[src/rtl/branch_predict_unit_pkg.sv]
// Shared definitions for the branch predictor: direction-counter encodings
// and the default fetch increment.
package branch_predict_unit_pkg;

  typedef enum logic [1:0] {
    SNT = 2'b00,
    WNT = 2'b01,
    WT  = 2'b10,
    ST  = 2'b11
  } ctr_e;

  localparam int INSTR_BYTES_DEF = 2;

endpackage

[src/rtl/bp_sat_counter.sv]
// 2-bit saturating direction counter: moves one step toward the resolved
// direction and sticks at the strong states instead of wrapping.
module bp_sat_counter
  import branch_predict_unit_pkg::*;
(
  input  logic [1:0] cur,
  input  logic       taken,
  output logic [1:0] nxt
);

  always_comb begin
    nxt = cur;
    if (taken) begin
      if (cur != ST) nxt = cur + 2'd1;
    end else begin
      if (cur != SNT) nxt = cur - 2'd1;
    end
  end

endmodule

[src/rtl/branch_predict_unit.sv]
// Fetch-stage next-PC predictor: direct-mapped BTB with 2-bit direction
// counters, trained from execute resolutions, with a registered flush/redirect.
module branch_predict_unit
  import branch_predict_unit_pkg::*;
#(
  parameter int         WIDTH       = 16,
  parameter int         IDX_BITS    = 4,
  parameter int         INSTR_BYTES = INSTR_BYTES_DEF,
  parameter logic [1:0] CTR_INIT    = WNT
) (
  input  logic             clk,
  input  logic             rst,
  input  logic             stall,
  input  logic [WIDTH-1:0] fetch_PC,
  output logic             pred_taken,
  output logic [WIDTH-1:0] pred_target,
  output logic [WIDTH-1:0] next_PC,
  input  logic             res_valid,
  input  logic [WIDTH-1:0] res_PC,
  input  logic             res_jump,
  input  logic             res_jumpreg,
  input  logic             res_taken,
  input  logic [WIDTH-1:0] res_target,
  input  logic             res_pred_taken,
  input  logic [WIDTH-1:0] res_pred_target,
  output logic             flush,
  output logic [WIDTH-1:0] redirect_PC,
  output logic [15:0]      mispredict_cnt
);

  localparam int               OFF     = $clog2(INSTR_BYTES);
  localparam int               ENTRIES = 1 << IDX_BITS;
  localparam int               TAG_W   = WIDTH - IDX_BITS - OFF;
  localparam logic [WIDTH-1:0] INC     = WIDTH'(INSTR_BYTES);

  logic             valid_q  [ENTRIES];
  logic [TAG_W-1:0] tag_q    [ENTRIES];
  logic [WIDTH-1:0] target_q [ENTRIES];
  logic [1:0]       ctr_q    [ENTRIES];

  logic [IDX_BITS-1:0] f_idx, r_idx;
  logic [TAG_W-1:0]    f_tag, r_tag;
  logic                f_hit, r_hit;
  logic [WIDTH-1:0]    fetch_seq;
  logic                actual_taken, mispredict;
  logic [WIDTH-1:0]    actual_next;
  logic [1:0]          ctr_nxt;

  // Direction alone is subsumed by the full next-PC comparison below.
  logic unused_res_pred_taken;
  assign unused_res_pred_taken = res_pred_taken;

  assign f_idx     = fetch_PC[IDX_BITS+OFF-1:OFF];
  assign f_tag     = fetch_PC[WIDTH-1:IDX_BITS+OFF];
  assign f_hit     = valid_q[f_idx] && (tag_q[f_idx] == f_tag);
  assign fetch_seq = fetch_PC + INC;

  assign pred_taken  = f_hit && ctr_q[f_idx][1];
  assign pred_target = f_hit ? target_q[f_idx] : fetch_seq;
  assign next_PC     = pred_taken ? pred_target : fetch_seq;

  assign r_idx        = res_PC[IDX_BITS+OFF-1:OFF];
  assign r_tag        = res_PC[WIDTH-1:IDX_BITS+OFF];
  assign r_hit        = valid_q[r_idx] && (tag_q[r_idx] == r_tag);
  assign actual_taken = res_jump | res_taken;
  assign actual_next  = actual_taken ? res_target : (res_PC + INC);
  assign mispredict   = res_valid && (actual_next != res_pred_target);

  bp_sat_counter u_ctr (
    .cur   (ctr_q[r_idx]),
    .taken (actual_taken),
    .nxt   (ctr_nxt)
  );

  always_ff @(posedge clk or posedge rst) begin
    if (rst) begin
      for (int i = 0; i < ENTRIES; i++) begin
        valid_q[i]  <= 1'b0;
        tag_q[i]    <= '0;
        target_q[i] <= '0;
        ctr_q[i]    <= CTR_INIT;
      end
    end else if (res_valid && !stall) begin
      if (r_hit) begin
        ctr_q[r_idx] <= ctr_nxt;
        if (actual_taken) target_q[r_idx] <= res_target;
      end else if (actual_taken && !res_jumpreg) begin
        // Allocation overwrites whatever alias previously owned this index.
        valid_q[r_idx]  <= 1'b1;
        tag_q[r_idx]    <= r_tag;
        target_q[r_idx] <= res_target;
        ctr_q[r_idx]    <= res_jump ? ST : WT;
      end
    end
  end

  // The counter advances in the same edge that registers each flush.
  always_ff @(posedge clk or posedge rst) begin
    if (rst) begin
      flush          <= 1'b0;
      redirect_PC    <= '0;
      mispredict_cnt <= '0;
    end else if (!stall) begin
      flush <= mispredict;
      if (mispredict) begin
        redirect_PC <= actual_next;
        if (mispredict_cnt != 16'hFFFF) mispredict_cnt <= mispredict_cnt + 16'd1;
      end
    end
  end

endmodule

[config.mk]
export PLATFORM = sky130hd
export DESIGN_NAME = branch_predict_unit
export DESIGN_NICKNAME = d
export VERILOG_FILES = /design/src/rtl/branch_predict_unit_pkg.sv /design/src/rtl/bp_sat_counter.sv /design/src/rtl/branch_predict_unit.sv
export SDC_FILE = /design/constraint.sdc
export NUM_CORES = 1
export LEC_CHECK = 0
export ABC_AREA = 1
export CAP_MARGIN = 40
export CORE_MARGIN = 2
export CORE_UTILIZATION = 30
export CTS_CLUSTER_DIAMETER = 200
export DETAILED_ROUTE_END_ITERATION = 6
export PLACE_DENSITY_LB_ADDON = 0.08
export SYNTH_ARGS = -nofsm -noshare
export SYNTH_HDL_FRONTEND = slang
export SYNTH_SLANG_ARGS = --single-unit
[constraint.sdc]
create_clock -name clk -period 18.55 [get_ports clk]
set_input_delay 4.6375 -clock clk [delete_from_list [all_inputs] [get_ports clk]]
set_output_delay 4.6375 -clock clk [all_outputs]
set_load 0.02 [all_outputs]
* After elaboration in Yosys (flattened, before gate mapping)
Cells that the tools add are included.
** Word-level totals
- Input bits :: 72
- Register bits after elaboration :: 513
- Logic and storage cells :: 148
- Output and inout bits :: 66
** Operators by class
- Equality and inequality tests :: 6
- $lt $le $gt $ge :: 3
- Muxes and demuxes :: 45
- Reduce and logical (&&, ||, !) cells :: 16
- Add/subtract/negate cells :: 5
- Bitwise logic cells :: 6
** Operator list (number)
- $mux 256 :: 3
- $bwmux 256 :: 1
- $bwmux 176 :: 1
- $mux 16 :: 6
- $bmux 11 s4 :: 2
- $bmux 16 s4 :: 1
- $bwmux 32 :: 2
- $demux 16 s4 :: 1
- $mux 32 :: 2
- $mux 11 :: 5
- $demux 11 s4 :: 1
- $add 16x2->16 const B :: 2
- $eq 11x11->1 :: 2
- $add 16x1->16 const B :: 1
- $bmux 2 s4 :: 2
- $mux 2 :: 8
- $ne 16x16->1 :: 1
- $ne 16x16->1 const B :: 1
- $or 16x16->16 :: 1
- $ge 5x5->1 const B :: 2
- $not 4->5 :: 2
- $reduce_and 3->1 :: 3
- $bmux 1 s4 :: 2
- $demux 2 s4 :: 1
- 13 further kinds :: 28

* Depth between registers and ports, before layout
- Word-level depth :: 9
- Gate-level depth with buffers :: 21
- Depth with buffers taken out :: 19

* By module
From an unflattened synthesis, not the netlist that was laid out.
** Unflattened totals
- Cell total of the unflattened synthesis :: 4351
- Area total of the unflattened synthesis :: 29366.9 µm²
** By module, submodules not included
- branch_predict_unit :: area each 29341.9 µm², seq. area each 12857.3 µm², cells an instance 4345, times used 1
- bp_sat_counter :: area each 25.0 µm², seq. area each 0.0 µm², cells an instance 6, times used 1

* Worst setup path before layout
OpenSTA, ideal clock, no wires.
- Path kind :: input -> output
- From :: in fetch_PC[1]
- To :: out next_PC[10]
- Buffers on the path :: 4
- Required time :: 13.913 ns
- Arrival :: 6.757 ns
- Path slack :: 7.156 ns
- Stages :: 15
- Cells stage by stage :: buf_4 -> buf_2 -> buf_2 -> o211ai_1 -> nand3_1 -> nand3_1 -> nand2_1 -> a21oi_1 -> nand2_1 -> nor2_2 -> nand3_1 -> nor2_2 -> buf_4 -> nand2_1 -> nand2_1
** On the way
- Cells in the longest elaborated chain, start to end :: 8
- Elaborated cells between the ends (all ways) :: 19
- Those cells by class :: 1 x add/sub; 1 x eq/ne; 14 x mux; 1 x bitwise; 2 x reduce/logical
** Ends and longest elaborated chain
- start, declared :: RTL line branch_predict_unit.sv:14 : input logic [WIDTH-1:0] fetch_PC,
- $not 4->5 (not written as such) * :: RTL line branch_predict_unit.sv:55, branch_predict_unit.sv:58
- $bmux 11 s4 :: RTL line branch_predict_unit.sv:55 : assign f_hit = valid_q[f_idx] && (tag_q[f_idx] == f_tag);
- $mux 11 (not written as such) (2 in series) :: RTL line branch_predict_unit.sv:55
- $eq 11x11->1 :: RTL line branch_predict_unit.sv:55
- $logic_and 1x1->1 :: RTL line branch_predict_unit.sv:55
- $logic_and 1x1->1 * :: RTL line branch_predict_unit.sv:58 : assign pred_taken = f_hit && ctr_q[f_idx][1];
- via pred_taken :: RTL line branch_predict_unit.sv:15 : output logic pred_taken,
- $mux 16 * :: RTL line branch_predict_unit.sv:60 : assign next_PC = pred_taken ? pred_target : fetch_seq;
- end, declared :: RTL line branch_predict_unit.sv:17 : output logic [WIDTH-1:0] next_PC,
Mark *: on every way through the listed nets, which the timed path passes. The rest lies on a longest branch. The select of a mux whose other input is x is not followed.

* Final worst setup path
- From :: in fetch_PC[2]
- To :: out next_PC[6]
** On the way
- Cells in the longest elaborated chain, start to end :: 8
- Elaborated cells between the ends (all ways) :: 19
- Those cells by class :: 1 x add/sub; 1 x eq/ne; 14 x mux; 1 x bitwise; 2 x reduce/logical
** Ends and longest elaborated chain (RTL line)
- $not 4->5 (not written as such) :: branch_predict_unit.sv:55, branch_predict_unit.sv:58, branch_predict_unit.sv:59
- $bmux 11 s4 :: branch_predict_unit.sv:55
- $mux 11 (not written as such) (2 in series) :: branch_predict_unit.sv:55
- $eq 11x11->1 :: branch_predict_unit.sv:55
- $logic_and 1x1->1 :: branch_predict_unit.sv:55
- $mux 16 or $logic_and 1x1->1 (tied branches) :: branch_predict_unit.sv:59, branch_predict_unit.sv:58
- $mux 16 * :: branch_predict_unit.sv:60
Every way passes the cells marked *; elsewhere a longest branch is shown, timed or not. The select of a mux whose other input is x is not followed.

==> impl_metrics.tcl <==
set metrics [dict create \
    die-area_sq_um 97800 \
    post_drt_wl_per_cell_microns 21.9 \
    gp_congestion 0.868 \
    arrival_ns 9.69 \
    antenna_found_initial 0 \
    min_path_type "register to register" \
    nets 4149 \
    ctsHoldBuffers 0 \
    rsz0062_at_grt "false" \
    synth_most_common_cell "nand2_1" \
    routed_wl_mm 118 \
    dpl.hpwl_mm 74.7 \
    clock_latency_ns 0.64 \
    synth_nets 4160 \
    synthArstFlopShare 1.00 \
    ir_worst_vdd_v 0.0000594 \
    ant_nets 0 \
    final_core_util 0.355 \
    relSlewSlack 0.353 \
    finalCritPeriodShare 0.772 \
    clock_skew_ns 0.0195 \
    yosysSeqAreaShare 0.450 \
    vias_per_cell 5.02 \
    cts_buffers 68 \
    num_io_pins 138 \
    synth_edf_count 0 \
    initial_utilization 0.302 \
    r2r_slack_ns 13.90 \
    setup_viol 0 \
    synth_cell_types 33 \
    grt_usage 0.238 \
    netlist.area_leader.share 0.435 \
    cts_tree "built" \
    synth_area_per_cell_sq_um 7.01 \
    fillCellCount 10200 \
    drc 0 \
    dr.pass1.iters 5 \
    slew_viol_final 0 \
    die_y_microns 313 \
    clkTransAtPathRegs_ns 0.06 \
    numClockSinks 513 \
    netlist_instances 4082 \
    fmaxAchievable_ghz 0.0698 \
    synth-seq-cells 513 \
    coreArea_sq_um 94700 \
    cap_violations 0 \
    yosys_warnings 0 \
    period_needed_ns 14.33 \
    totalNegativeSetupSlack_ns 0 \
    post_cts_buffers 0 \
    cts-resized-gates 0 \
    worstSetupPathType "primary input to primary output" \
    power.density_nw_per_um2 94.5 \
    htreeDepth 3 \
    die-width_microns 313 \
    cts.path.max_buffers 3 \
    start_kind "primary input" \
    areaGrowthSynthToFinish_pct 17.7 \
    p_leak_uw 0.0167 \
    vias 27000 \
    status "finished, final reports clean" \
    drtIter0Drc 2373 \
    worstPathRequired_ns 13.91 \
    whs_ns 0.459 \
    synthTopCellsByArea "dfrtp_1 (43%), nand2_1 (20%), nand3_1 (8.5%)" \
    end_kind "primary output" \
    synth-main-ff-cell "dfrtp_1" \
    finalHoldViolCount 0 \
    worst_pin_slew_ns 0.970 \
    cts_root_buf "clkbuf_16" \
    yosysTopAreaCell "dfrtp_1" \
    crit_path_max_fanout 53 \
    grt_overflow 0 \
    synthesis.area_sq_um 28600 \
    grt_max_degree 153 \
    rows 113 \
    portBuffers 136 \
    grt_pass1_vias 26000 \
    grt_pass1_wl_mm 175 \
    synth_commonest_cells "nand2_1 (1534), dfrtp_1 (497), nand3_1 (486)" \
    drive_gt1_frac 0.0614 \
]
## power by group
part | internal, uW | switching (uW) | total (uW)
Clock | 800 | 543 | 1340
Combinational | 176 | 336 | 513
Sequential | 1250 | 76.4 | 1320
## cells by family (layout without fill, tap and decap cells)
family          after synthesis  in the layout  share of synthesized area
buf+inv                     568            605                     0.0833
flops                       513            513                      0.450
fa+ha+maj                     7              7                    0.00298
compound gates              620            620                      0.120
xor+xnor                     36             36                     0.0110
simple gates               2338           2338                      0.333
other cells                   0              1                          0
## placed cells by master (no fill, tap or decap), types with 7 or more instances in the layout
cell type / count
buf_4: 59
clkdlybuf4s50_1: 131
buf_16: 16
clkbuf_1: 20
nor3_1: 13
clkbuf_16: 71
nand2_1: 1533
dfrtp_1: 497
buf_12: 8
inv_1: 247
nor2_2: 15
nor2_1: 251
xor2_1: 30
o221ai_1: 25
nand3_1: 481
buf_8: 16
o211ai_1: 73
a21oi_1: 69
clkbuf_8: 14
dfstp_2: 16
nand3_2: 7
o21ai_0: 404
o22ai_1: 42
nand4_1: 21
## metrics by stage
step	setup slack, ns	power [uW]	cell area [sq um]	instances
after floorplan	6.96	1660	28600	4082
after global placement	4.15	1840	30700	5231
after detailed placement	4.40	1860	31400	5266
after CTS	4.39	3210	33700	5384
after global routing	4.02	3340	33700	5384
final	4.22	3180	33700	5385
## metal layers
| metal | vias up | track usage | wire length, microns |
|---|---|---|---|
| met2 | 646 | 0.391 | 55600 |
| met3 | 126 | 0.0265 | 5300 |
| met5 | - | 0 | 0 |
| met4 | 0 | 0.0632 | 2610 |
| li1 | 13200 | - | - |
| met1 | 13100 | 0.333 | 54600 |
## critical path, cell delays in order
cell	delay, ns
buf_6	0.25
buf_4	0.64
buf_4	0.71
o211ai_1	0.20
nand2_1	0.15
nand2_1	0.08
nand2_1	0.11
inv_1	0.06
nand3_1	0.09
nand2_1	0.06
nor2_1	0.08
nand2_1	0.07
nor2_1	0.63
nand3b_1	0.67
buf_8	0.37
nand2_1	0.07
nand2_1	0.06
inv_1	0.05
clkdlybuf4s50_1	0.59
## final timing paths
| check | from | to | cells past startpoint |
|---|---|---|---|
| max | fetch_PC[2] | next_PC[6] | 19 |
| min | ctr_q[28] | ctr_q[28] | 2 |
| max reg2reg | tag_q[157] | target_q[248] | 18 |
| min reg2reg | ctr_q[28] | ctr_q[28] | 2 |
| max in group asynchronous | rst | target_q[161] | 6 |
| min in group asynchronous | rst | tag_q[172] | 2 |
## layout make-up
type,count,area (sq um),area share
clock inverters,13,169,0.00502
inverters,254,961,0.0286
diodes,1,2.50,0.0000744
flip-flops and latches,513,12900,0.382
multi-input cells,3001,13400,0.399
well taps,1265,1580,0.0470
clock buffers,105,2040,0.0607
repair buffers,233,2620,0.0777
## sequential cells by signal, indices dropped and copies added, names as in the netlist
signal	flops
ctr_q	32
flush	1
mispredict_cnt	16
redirect_PC	16
tag_q	176
target_q	256
valid_q	16
Note: power is estimated with default switching activity, not from simulation.
